File: src/rtl/nn_pkg.sv
// Shared widths, state encoding and saturation limits for the neural datapath.
package nn_pkg;

   localparam int PROD_W    = 26;
   localparam int CNT_W     = 10;
   localparam int ACC_W     = PROD_W + CNT_W;
   localparam int OUT_W     = 26;
   localparam int NUM_TERMS = 784;

   typedef enum logic [1:0] {
      ACCUM = 2'd0,
      BIAS  = 2'd1,
      HOLD  = 2'd2
   } acc_state_e;

   // Largest and smallest signed values representable at OUT_W.
   localparam logic signed [OUT_W-1:0] OUT_MAX = {1'b0, {(OUT_W-1){1'b1}}};
   localparam logic signed [OUT_W-1:0] OUT_MIN = {1'b1, {(OUT_W-1){1'b0}}};

endpackage

File: src/rtl/sat_relu.sv
// Optional ReLU followed by signed saturation from ACC_W down to OUT_W.
module sat_relu #(
   parameter int ACC_W   = nn_pkg::ACC_W,
   parameter int OUT_W   = nn_pkg::OUT_W,
   parameter bit RELU_EN = 1'b1
) (
   input  logic [ACC_W-1:0] sum_i,
   output logic [OUT_W-1:0] value_o,
   output logic             sat_o
);

   // OUT_W limits sign-extended to the accumulator width for comparison.
   localparam logic signed [ACC_W-1:0] MAX_A = {{(ACC_W-OUT_W+1){1'b0}}, {(OUT_W-1){1'b1}}};
   localparam logic signed [ACC_W-1:0] MIN_A = {{(ACC_W-OUT_W+1){1'b1}}, {(OUT_W-1){1'b0}}};
   localparam logic [OUT_W-1:0] MAX_O = MAX_A[OUT_W-1:0];
   localparam logic [OUT_W-1:0] MIN_O = MIN_A[OUT_W-1:0];

   // ReLU takes priority; a clamped negative is not reported as saturation.
   always_comb begin
      value_o = sum_i[OUT_W-1:0];
      sat_o   = 1'b0;
      if (RELU_EN && sum_i[ACC_W-1]) begin
         value_o = '0;
      end else if ($signed(sum_i) > MAX_A) begin
         value_o = MAX_O;
         sat_o   = 1'b1;
      end else if ($signed(sum_i) < MIN_A) begin
         value_o = MIN_O;
         sat_o   = 1'b1;
      end
   end

endmodule

File: src/rtl/neuron_accumulator.sv
// Sums NUM_TERMS signed products, adds a bias, applies ReLU/saturation and
// holds the result on a valid/ready interface until it is taken.
module neuron_accumulator #(
   parameter int PROD_W    = nn_pkg::PROD_W,
   parameter int NUM_TERMS = nn_pkg::NUM_TERMS,
   parameter int CNT_W     = nn_pkg::CNT_W,
   parameter int ACC_W     = nn_pkg::ACC_W,
   parameter int OUT_W     = nn_pkg::OUT_W,
   parameter bit RELU_EN   = 1'b1
) (
   input  logic              clk,
   input  logic              GlobalReset,
   input  logic [PROD_W-1:0] ProductPort,
   input  logic              ProductValid,
   output logic              ProductReady,
   input  logic [ACC_W-1:0]  BiasPort,
   output logic [OUT_W-1:0]  ResultPort,
   output logic              ResultValid,
   input  logic              ResultReady,
   output logic              SatFlag
);

   import nn_pkg::*;

   localparam logic [CNT_W-1:0] LAST_CNT = CNT_W'(NUM_TERMS - 1);

   acc_state_e       state_q, state_d;
   logic [ACC_W-1:0] acc_q, acc_d;
   logic [CNT_W-1:0] cnt_q, cnt_d;
   logic [OUT_W-1:0] result_q, result_d;
   logic             sat_q, sat_d;
   logic             valid_q, valid_d;

   logic [ACC_W-1:0] prod_ext;
   logic [ACC_W-1:0] bias_sum;
   logic [OUT_W-1:0] clip_value;
   logic             clip_sat;

   // Sign-extend the product; the bias sum wraps at ACC_W by design.
   assign prod_ext = {{(ACC_W-PROD_W){ProductPort[PROD_W-1]}}, ProductPort};
   assign bias_sum = acc_q + BiasPort;

   sat_relu #(
      .ACC_W  (ACC_W),
      .OUT_W  (OUT_W),
      .RELU_EN(RELU_EN)
   ) u_sat_relu (
      .sum_i  (bias_sum),
      .value_o(clip_value),
      .sat_o  (clip_sat)
   );

   assign ProductReady = (state_q == ACCUM);
   assign ResultPort   = result_q;
   assign ResultValid  = valid_q;
   assign SatFlag      = sat_q;

   // Next-state and datapath updates for the accumulate / bias / hold sequence.
   always_comb begin
      state_d  = state_q;
      acc_d    = acc_q;
      cnt_d    = cnt_q;
      result_d = result_q;
      sat_d    = sat_q;
      valid_d  = valid_q;
      case (state_q)
         ACCUM: begin
            if (ProductValid) begin
               acc_d = acc_q + prod_ext;
               cnt_d = cnt_q + CNT_W'(1);
               if (cnt_q == LAST_CNT) begin
                  state_d = BIAS;
               end
            end
         end
         BIAS: begin
            result_d = clip_value;
            sat_d    = clip_sat;
            valid_d  = 1'b1;
            state_d  = HOLD;
         end
         HOLD: begin
            if (ResultReady) begin
               valid_d = 1'b0;
               acc_d   = '0;
               cnt_d   = '0;
               state_d = ACCUM;
            end
         end
         default: begin
            state_d = ACCUM;
            acc_d   = '0;
            cnt_d   = '0;
            valid_d = 1'b0;
         end
      endcase
   end

   // State register; reset discards any partial sum or pending result.
   always_ff @(posedge clk) begin
      if (GlobalReset) begin
         state_q  <= ACCUM;
         acc_q    <= '0;
         cnt_q    <= '0;
         result_q <= '0;
         sat_q    <= 1'b0;
         valid_q  <= 1'b0;
      end else begin
         state_q  <= state_d;
         acc_q    <= acc_d;
         cnt_q    <= cnt_d;
         result_q <= result_d;
         sat_q    <= sat_d;
         valid_q  <= valid_d;
      end
   end

endmodule

File: config.mk
export PLATFORM = sky130hd
export DESIGN_NAME = neuron_accumulator
export DESIGN_NICKNAME = d
export VERILOG_FILES = /design/src/rtl/nn_pkg.sv /design/src/rtl/sat_relu.sv /design/src/rtl/neuron_accumulator.sv
export SDC_FILE = /design/constraint.sdc
export NUM_CORES = 1
export LEC_CHECK = 0
export CELL_PAD_IN_SITES_DETAIL_PLACEMENT = 1
export CELL_PAD_IN_SITES_GLOBAL_PLACEMENT = 1
export CORE_ASPECT_RATIO = 1.5
export CORE_MARGIN = 2
export CORE_UTILIZATION = 41
export DETAILED_ROUTE_END_ITERATION = 12
export PLACE_DENSITY = 0.87
export SKIP_CTS_REPAIR_TIMING = 1
export SLEW_MARGIN = 20
export SYNTH_ARGS = -nofsm -noshare
export SYNTH_HDL_FRONTEND = slang
export SYNTH_SLANG_ARGS = --single-unit
File: constraint.sdc
create_clock -name clk -period 4.95 [get_ports clk]
set_input_delay 1.2375 -clock clk [delete_from_list [all_inputs] [get_ports clk]]
set_output_delay 1.2375 -clock clk [all_outputs]
set_load 0.01 [all_outputs]
Word-level counts from Yosys, hierarchy flattened
Cells that the tools add are included.

storage, ports and cells
  bits in registers = 76
  latch bits = 0
  ROM bits = 0
  memory bits (writable) = 0
  input port bits = 66
  memories kept = 0
  output and inout port bits = 29

operators by class
  divide/modulo/power cells = 0
  reductions and logical operators = 4
  multiplexer cells = 18
  shifts and indexed selects = 0
  $add $sub $neg = 3
  $lt $le $gt $ge = 2
  equality and inequality tests = 6
  multiply operators = 0
  bitwise operators = 2

operators by type and width
  operator               count
  $pmux 36 s3            1
  $mux 26                3
  $add 36x36->36         2
  $mux 36                2
  $gt 36x26->1 const B   1
  $lt 36x26->1 const B   1
  $pmux 10 s3            1
  $mux 10                2
  $add 10x1->10 const B  1
  $eq 10x10->1 const B   1
  $mux 2                 3
  $pmux 2 s3             1
  $reduce_and 3->1       2
  $mux 1                 4
  $ne 2x2->1 const B     2
  $pmux 1 s3             1
  $eq 2x1->1 const B     1
  $eq 2x2->1 const B     1
  $logic_not 2->1        1
  $ne 2x1->1 const B     1
  $not 1->1              2
  $reduce_and 2->1       1

Longest topological paths before layout
  depth after elaboration = 5
  gate-level depth with buffers = 14
  gate-level depth less buffers = 13

Cells and area by module
A second synthesis with hierarchy kept.

second synthesis, totals
  cells, all modules = 857
  area total of the unflattened synthesis = 6583.8 um^2

modules (own cells, without submodules)
  module              area an instance (um^2)  cells an instance  instances
  neuron_accumulator  6160.9                   792                1
  sat_relu            422.9                    65                 1

Least setup slack after synthesis
Ideal clock, no wire load.

  kind = input port to flip-flop
  start = input port BiasPort[0]
  end = register result_q[22], in the netlist ResultPort[22]
  arrival time = 3974 ps
  path slack = 844 ps
  stages on the path = 14
  library setup time = 131 ps
  path through = ha_1 inv_1 fa_1 nor2b_4 o31ai_2 a31oi_1 nand4_1 a41oi_2 a41oi_1 xor2_1 o311ai_2 nor4_4 buf_6 a31oi_4

between the ends
  word-level cells in the longest chain between the ends = 5
  elaborated cells on any way between the ends = 6
  those cells by class = add/sub (1); order compare (2); mux (3)

RTL lines
  item                  line                       source
  from (decl)           neuron_accumulator.sv:16   input logic [ACC_W-1:0] BiasPort,
  $add 36x36->36 (*)    neuron_accumulator.sv:41   assign bias_sum = acc_q + BiasPort;
  $lt 36x26->1          sat_relu.sv:27             end else if ($signed(sum_i) < MIN_A) begin
  $mux 26               sat_relu.sv:27
  $mux 26               sat_relu.sv:24             end else if ($signed(sum_i) > MAX_A) begin
  $mux 26 (*)           sat_relu.sv:22             if (RELU_EN && sum_i[ACC_W-1]) begin
  to (signal assigned)  neuron_accumulator.sv:112  result_q <= result_d;
  to (decl)             neuron_accumulator.sv:30   logic [OUT_W-1:0] result_q, result_d;

Mark *: on every way between the ends. The rest lies on a longest branch, timed or not.
A chain may end at the register's enable or synchronous reset.

Final worst setup path
  start = input port BiasPort[0]
  end = register result_q[1], in the netlist ResultPort[1]

Same word-level chain as after synthesis.

==> impl_metrics.csv <==
group,metric,value,unit
outcome,status,"finished clean",
clock_tree,cts_htree_levels,3,
logic_synthesis,synth_edf_count,0,
power_and_ir_drop,power_density,317,nW/um^2
logic_synthesis,async_flop_share,0,%
job,max-cap-violations,0,
die,io_pins,95,
die,core_area,15700,sq um
timing,rsz0062_at_grt,"false",
hold_path,min_to,"SatFlag",
cells_and_area,drive_gt1_share,5.74,%
timing,holdWs,0.455,ns
clock_tree,cts_tree,"done",
logic_synthesis,synth_top_area_share,23.1,%
die,die_area,17100,sq um
worst_setup_path,worstSetupEndpointType,"flip-flop",
routing,routed_via_density,6.05,
clock_tree,cts.path.max_buffers,2,
placed_design,io_buffers,94,
placed_design,dp_hpwl,17000,um
timing,max_slew_margin,62.0,%
routing,num_vias,6819,
placed_design,place_ws,0.0939,ns
cells_and_area,area_delta_synth_final,22.4,%
placed_design,place_congestion,0.937,
worst_setup_path,critPathKind,"in2reg",
logic_synthesis,synth_top_cells_by_count,"99 x a21oi_1, 93 x nand2_1, 81 x nor2_1",
power_and_ir_drop,ir_worst_vdd,141,uV
cells_and_area,num_antenna_cells,0,
logic_synthesis,ys_seq_elements,76,
timing,finalHoldViolations,0,
power_and_ir_drop,leakage,0.00348,uW
worst_setup_path,rr_endpoint,"ResultPort[1]",
logic_synthesis,yosysSeqAreaShare,23.1,%
worst_setup_path,setup.worst_path.start_class,"primary input",
cells_and_area,nets,1059,
timing,min_period_over_period,90.4,%
clock_tree,numCtsBuffers,9,
cells_and_area,final_util,51.4,%
worst_setup_path,rr_worst_depth,14,
worst_setup_path,timing.rr.start,"acc_q[0]",
logic_synthesis,yosys-top-cells-area,"dfxtp_1 23%, ha_1 13%, a21oi_1 7.5%",
routing,drt_drc_violations_left,0,
logic_synthesis,syn_area_per_cell,7.87,sq um
timing,timing.fmax,0.224,GHz
logic_synthesis,netlist_area,6590,sq um
global_route,grt_overflow,0,
logic_synthesis,yosysWarnings,0,
clock_tree,cts.sinks,76,
cells_and_area,final_cell_count_no_fill,1127,
clock_tree,clock_latency,0.35,ns
logic_synthesis,yosys.area.top_type,"dfxtp_1",
timing,setup_ws,0.477,ns
logic_synthesis,yosysMostFrequentCell,"a21oi_1",
clock_tree,root_buffer,"clkbuf_16",
global_route,antenna_found_initial,0,
die,rows,56,
logic_synthesis,yosysUniqueCellTypes,69,
timing,worst_clock_skew,0.0120,ns
placed_design,dp_cells,1112,
routing,drt-total-wl,21800,um
clock_tree,cts.clk_slew.worst_paths,0.06,ns
global_route,grt_pass1_vias,7179,
logic_synthesis,synth_fp_nets,976,
routing,dr.pass1.iters,5,
timing,finalSetupViolations,0,
die,die_y,159,um
worst_setup_path,path_max_fanout,26,
hold_path,min-delay-start,"SatFlag",
die,die_w,108,um
worst_setup_path,arrival,4.70,ns
worst_setup_path,r2r_slack,1.37,ns
die,start_util,42.0,%
logic_synthesis,synthFlopType,"dfxtp_1",
global_route,grt_max_degree,48,
timing,worst_pin_slew,0.570,ns
global_route,grt_usage,25.5,%
routing,avgRoutedWirePerCell,19.4,um
worst_setup_path,required,5.17,ns
routing,drtAntennaViolNets,0,
timing,period_minus_slack,4.47,ns
global_route,grt_pass1_wl,35400,um
timing,finalMaxSlewViolations,0,
hold_path,hp-class,"reg2reg",
routing,first_iter_violations,286,
logic_synthesis,synthCells,837,
timing,tns,0,ns
hold_path,min_path_cells,2,
[stage by stage]
stage,total power [uW],area (sq um)
after floorplan,1510,6590
after global placement,1770,7750
after detailed placement,1810,7750
after CTS,2550,8070
after global routing,2710,8070
final,2560,8070
[placed cells by master, fill, tap and decap left out, drive strengths merged, types with 4 or more instances in the layout]
cell             n
a22oi           48
nand3           22
inv             16
nand2           93
and3            15
a21o            35
dfxtp           76
a21boi           5
nand4            7
nor2            81
nor2b            7
o21ai           33
a21oi          103
a31oi           10
o31ai            6
ha              71
clkbuf          11
xnor2           34
xor2            29
nand4b           4
and2             8
nand2b           6
a41oi            6
o211ai           9
o21a             9
mux2i            7
nor4             4
a211oi           9
buf             12
nor3            10
clkdlybuf4s50   94
o21bai           5
[area by class of cell]
| type | count | area (sq um) |
|---|---|---|
| fillers | 1952 | 7630 |
| multi-input cells | 711 | 4860 |
| flip-flops and latches | 76 | 1520 |
| repair buffers | 106 | 1060 |
| well taps | 203 | 254 |
| clock buffers | 11 | 243 |
| clock inverters | 4 | 73.8 |
| inverters | 16 | 60.1 |
[logic make-up (layout without fill, tap and decap cells)]
family	count (synthesis)	in the layout	synth area share (%)
adders and majority gates	73	73	14.1
muxes	7	7	1.06
and+or+nand+nor	268	268	19.0
xor gates and xnor gates	63	63	8.37
DFF	76	76	23.1
buffers and inverters	50	137	3.32
AOI/OAI and AO/OA	300	300	31.1
[critical path, stage by stage]
cell	delay, ns
clkdlybuf4s50_1	0.46
ha_1	0.19
inv_1	0.06
fa_1	0.43
nor2b_4	0.15
o31ai_2	0.07
a31oi_1	0.30
nand4_1	0.21
a41oi_2	0.33
a41oi_1	0.18
xor2_1	0.20
o311ai_2	0.16
nor4_4	0.36
buf_12	0.23
a31oi_1	0.11
[worst max path at each step]
stage | start | endpoint | slack [ns] | cells past startpoint
floorplan | BiasPort[0] | ResultPort[22] | 0.84 | 14
global placement | BiasPort[0] | ResultPort[1] | 0.24 | 15
detailed placement | BiasPort[0] | ResultPort[1] | 0.09 | 15
CTS | BiasPort[0] | ResultPort[1] | 0.47 | 15
global route | BiasPort[0] | ResultPort[1] | 0.29 | 15
finish | BiasPort[0] | ResultPort[1] | 0.48 | 15
[power by group]
group | internal (uW) | leakage (uW) | switching, uW
logic | 477 | 0.00271 | 642
clock network | 453 | 0.000156 | 276
registers | 656 | 0.000619 | 53.6
[metal layers]
metal | share of wire, % | wire length, um | vias to the layer above | GRT usage, %
met3 | 2.7 | 592 | 58 | 2.70
met2 | 53 | 11700 | 158 | 47.9
met1 | 40 | 8790 | 3328 | 28.5
met4 | 3.5 | 771 | 0 | 10.6
met5 | 0 | 0 | - | 0
li1 | - | - | 3275 | -
[registers in the layout, summed over array words and instances, names as in the netlist]
signal	count
state_q	2
ResultValid	1
cnt_q	10
acc_q	36
ResultPort	26
SatFlag	1
Power figures use the tool's default switching activity.
